[config.mk]
export PLATFORM = sky130hd
export DESIGN_NAME = sr_cmd_gen
export DESIGN_NICKNAME = d
export VERILOG_FILES = /design/src/rtl/sr_cmd_gen.sv
export SDC_FILE = /design/constraint.sdc
export NUM_CORES = 1
export LEC_CHECK = 0
export BUFFER_PORTS_ARGS = -buffer_cell sky130_fd_sc_hd__clkbuf_2
export CAP_MARGIN = 20
export CORE_ASPECT_RATIO = 1.75
export CORE_MARGIN = 4
export CORE_UTILIZATION = 50
export DETAILED_ROUTE_END_ITERATION = 7
export PLACE_DENSITY = 0.74
export SLEW_MARGIN = 0
export SYNTH_ARGS = -nofsm -noshare
export SYNTH_HDL_FRONTEND = slang
export SYNTH_SLANG_ARGS = --single-unit
export TNS_END_PERCENT = 10
[constraint.sdc]
create_clock -name clk -period 1.91 [get_ports clk]
set_clock_uncertainty 0.15 [all_clocks]
set_input_delay 0.191 -clock clk [delete_from_list [all_inputs] [get_ports clk]]
set_output_delay 0.191 -clock clk [all_outputs]
set_load 0.03 [all_outputs]
[src/rtl/sr_cmd_gen.sv]
// Command front end for the SR flip-flop: synchronizes and debounces the raw set/clear
// buttons, turns debounced rising edges into arbitrated one-cycle s/r pulses, tracks Q.
module sr_cmd_gen #(
   parameter int DEB_CYCLES = 4,
   parameter bit PRIORITY   = 1'b0
) (
   input  logic clk,
   input  logic rst,
   input  logic set_in,
   input  logic clr_in,
   output logic s,
   output logic r,
   output logic conflict,
   output logic state_q
);

   localparam logic [7:0] DEB_LAST = 8'(DEB_CYCLES - 1);

   // Channel 0 is set, channel 1 is clear.
   logic [1:0] raw;
   logic [1:0] sync1;
   logic [1:0] sync2;
   logic [1:0] deb;
   logic [1:0] deb_d;
   logic [1:0] req;
   logic [7:0] cnt [2];
   logic       set_win;
   logic       clr_win;

   assign raw = {clr_in, set_in};

   // Mismatch run length decides when the debounced level follows the synced input.
   always_ff @(posedge clk or negedge rst) begin
      if (!rst) begin
         sync1  <= '0;
         sync2  <= '0;
         deb    <= '0;
         deb_d  <= '0;
         req    <= '0;
         cnt[0] <= '0;
         cnt[1] <= '0;
      end else begin
         sync1 <= raw;
         sync2 <= sync1;
         for (int ch = 0; ch < 2; ch++) begin
            if (sync2[ch] != deb[ch]) begin
               if (cnt[ch] == DEB_LAST) begin
                  deb[ch] <= sync2[ch];
                  cnt[ch] <= '0;
               end else begin
                  cnt[ch] <= cnt[ch] + 8'd1;
               end
            end else begin
               cnt[ch] <= '0;
            end
         end
         deb_d <= deb;
         req   <= deb & ~deb_d;
      end
   end

   // A losing simultaneous request is simply dropped.
   assign set_win = req[0] & (~req[1] | PRIORITY);
   assign clr_win = req[1] & (~req[0] | ~PRIORITY);

   always_ff @(posedge clk or negedge rst) begin
      if (!rst) begin
         s        <= 1'b0;
         r        <= 1'b0;
         conflict <= 1'b0;
         state_q  <= 1'b0;
      end else begin
         s        <= set_win;
         r        <= clr_win;
         conflict <= req[0] & req[1];
         if (set_win) begin
            state_q <= 1'b1;
         end else if (clr_win) begin
            state_q <= 1'b0;
         end
      end
   end

endmodule

==> results by group <==
Outcome
  – Status: complete, no violations

Timing
  – Worst-Margin Slew: 0.703 ns
  – Final TNS setup: 0 ns
  – RSZ-0062 raised after global routing: false
  – Crit path time final: 1.49 ns
  – FMAX: 670 MHz
  – Final Hold Vio Count: 0
  – Worst slew margin: 0.531
  – Final WS setup: 0.418 ns
  – Setup Viol. Count Final: 0
  – Slew Limit Fails: 0
  – Final worst-path cycle share: 0.781

Synth
  – Synthesized area: 1210 um2
  – Synth warn: 0
  – Synth unique cells: 20
  – Mapped Cells: 102
  – Post-synthesis sequential area ratio: 0.621
  – Post-synthesis register bit count: 30
  – Top_reg_cell synth: dfrtp_1
  – Synth Area per Inst: 11.8 um2
  – Area contributors post-synth: dfrtp_1 (62%), ha_1 (4.1%), nor2_1 (3.7%)
  – Number of synthesized flops with an enable pin: 0
  – Synth top area share: 0.621
  – Ys async rst share: 1.00
  – Syn_nets: 110
  – Synth area leader: dfrtp_1

Cells and area
  – Antenna cell count: 0
  – Area of the multi-input gates: 443 um2
  – Layout area overhead: 17.0%
  – Storage element area: 751 um2
  – Commonest non-fill, non-tap cell in the layout: dfrtp_1
  – Commonest non-fill, non-tap cells in the layout: dfrtp_1 (30), nor2_1 (12), nand3_1 (8)
  – Final core occ: 0.614
  – Final Net Count: 127
  – Layout cell share with drive strength beyond 1: 0.175
  – Filler cells: 194

Placed design
  – Number of port buffers: 7
  – RePlAce Congestion: 0.750
  – Pre-CTS WS: 0.426 ns
  – HPWL after DPL: 1.38 mm

Detailed routing
  – Drt wl/cell: 13.3 um
  – Total number of vias: 812
  – Final ANT Viol Nets: 0
  – DR pass1 iterations: 4
  – DRC violation count after routing: 0
  – Vias per cell: 5.60
  – DR iter-0 viols: 15
  – Total wire length: 1.93 mm

Worst setup path
  – Kind of critical path: reg2reg
  – Setup slack, reg-to-reg: 0.42 ns
  – Crit-path max FO: 6
  – CP Launch Type: flip-flop
  – CP endpoint kind: flip-flop
  – Critical Path RT: 1.92 ns
  – WP data arrival: 1.50 ns

Die
  – # IOs: 8
  – Die X: 45.2 um
  – Die ar.: 3300 um2
  – Area of the core: 2300 um2
  – Std cell rows: 23
  – Die height: 73.0 um
  – Starting Density: 0.525

Job
  – # Max-Cap Violations: 0

Global routing
  – Initial antenna violation count: 0
  – Tot GR Track Use: 0.153
  – Vias in the first global route: 899
  – First-pass GRT wire length: 3.55 mm
  – M1 GR Usage: 0.133
  – Total grt overflow: 0
  – GR Layer Usage met3: 0.0642
  – Pin count of the biggest net entering global routing: 31
  – Met2 usage in global routing: 0.263
  – Peak-usage layer in the global routing report: met2

Clocking
  – Post-CTS Setup Bufs: 0
  – CTS clk-pin slew, worst paths: 0.06 ns
  – Post_cts resized: 0
  – CTS Root Cell: clkbuf_8
  – CTS H-tree depth: 2
  – CTS buffer count: 5
  – Skew-Pair Late Insertion Delay: 0.28 ns
  – CTS tree: built
  – Clk sink count: 30
  – Hold-fix buffers at CTS: 3
  – Max clock buf depth: 2

Power and ir drop
  – VDD IR max: 0.906 mV
  – Pwr per Cell Area: 1360 nW/um2
  – Leakage: 0.652 nW

Worst hold path
  – Worst Hold Class: reg2reg
synthesized netlist by cell type (all sizes together), types with 3 or more instances:
cell type and instances:
nand3 8, nor2 12, or3 6, inv 4
dfrtp 30, ha 4, nor2b 3, nand2 4
xnor2 4, xor2 4, a21oi 6, o21ai 6
final cells by class:
cell class / count / share of cell area
sequential: 30 / 0.531
inverter: 4 / 0.0106
clock inverter: 3 / 0.0283
tap: 25 / 0.0221
timing repair buffer: 10 / 0.0460
clock buffer: 5 / 0.0487
multi-input combinational: 68 / 0.313
sequential cells by signal (all words and copies together) (netlist names):
register / count
r: 1
req: 2
sync2: 2
conflict: 1
cnt: 16
s: 1
sync1: 2
deb: 2
deb_d: 2
state_q: 1
layer usage:
metal | vias up | wire (um)
li1 | 379 | -
met1 | 414 | 683
met2 | 14 | 1110
met3 | 5 | 80
met4 | 0 | 59
met5 | - | 0
through the flow:
| stage | power [W] | std cells | hold WS [ns] | cell area, um2 |
|---|---|---|---|---|
| 2_1_floorplan | 0.00120 | 102 | -0.255 | 1210 |
| 3_3_place_gp | 0.00131 | 134 | 0.119 | 1270 |
| 3_5_place_dp | 0.00133 | 134 | 0.131 | 1270 |
| 4_1_cts | 0.00195 | 145 | 0.196 | 1410 |
| 5_1_grt | 0.00204 | 145 | 0.224 | 1410 |
| 6_report | 0.00192 | 145 | 0.193 | 1410 |
report_power, final:
group          internal (W)  switching, W  leakage (nW)
Combinational      0.000158      0.000243         0.203
Sequential         0.000785      0.000128         0.391
Clock              0.000383      0.000223        0.0579
kinds of logic (layout without fill, tap and decap cells):
kind of cell    after synthesis  after routing  share of synthesized area
mux                           2              2                     0.0186
compound gates               14             14                     0.0652
simple gates                 40             40                      0.183
buf+inv                       4             22                     0.0124
fa+ha+maj                     4              4                     0.0414
flops                        30             30                      0.621
xor+xnor                      8              8                     0.0580
critical path, stage by stage (launching register included):
cell,delay [ns]
dfrtp_1,0.43
ha_1,0.22
nor4b_2,0.16
nand2_1,0.08
mux2_2,0.33
final timing paths:
check                              start       end  cells past startpoint
worst min register to register  sync1[1]  sync2[1]                      0
worst max-delay path              cnt[0]    deb[1]                      4
worst max register to register    cnt[0]    deb[1]                      4
max in group asynchronous            rst   cnt[14]                      2
worst min-delay path            sync1[1]  sync2[1]                      0
min in group asynchronous            rst  conflict                      2
Power figures use the tool's default switching activity.
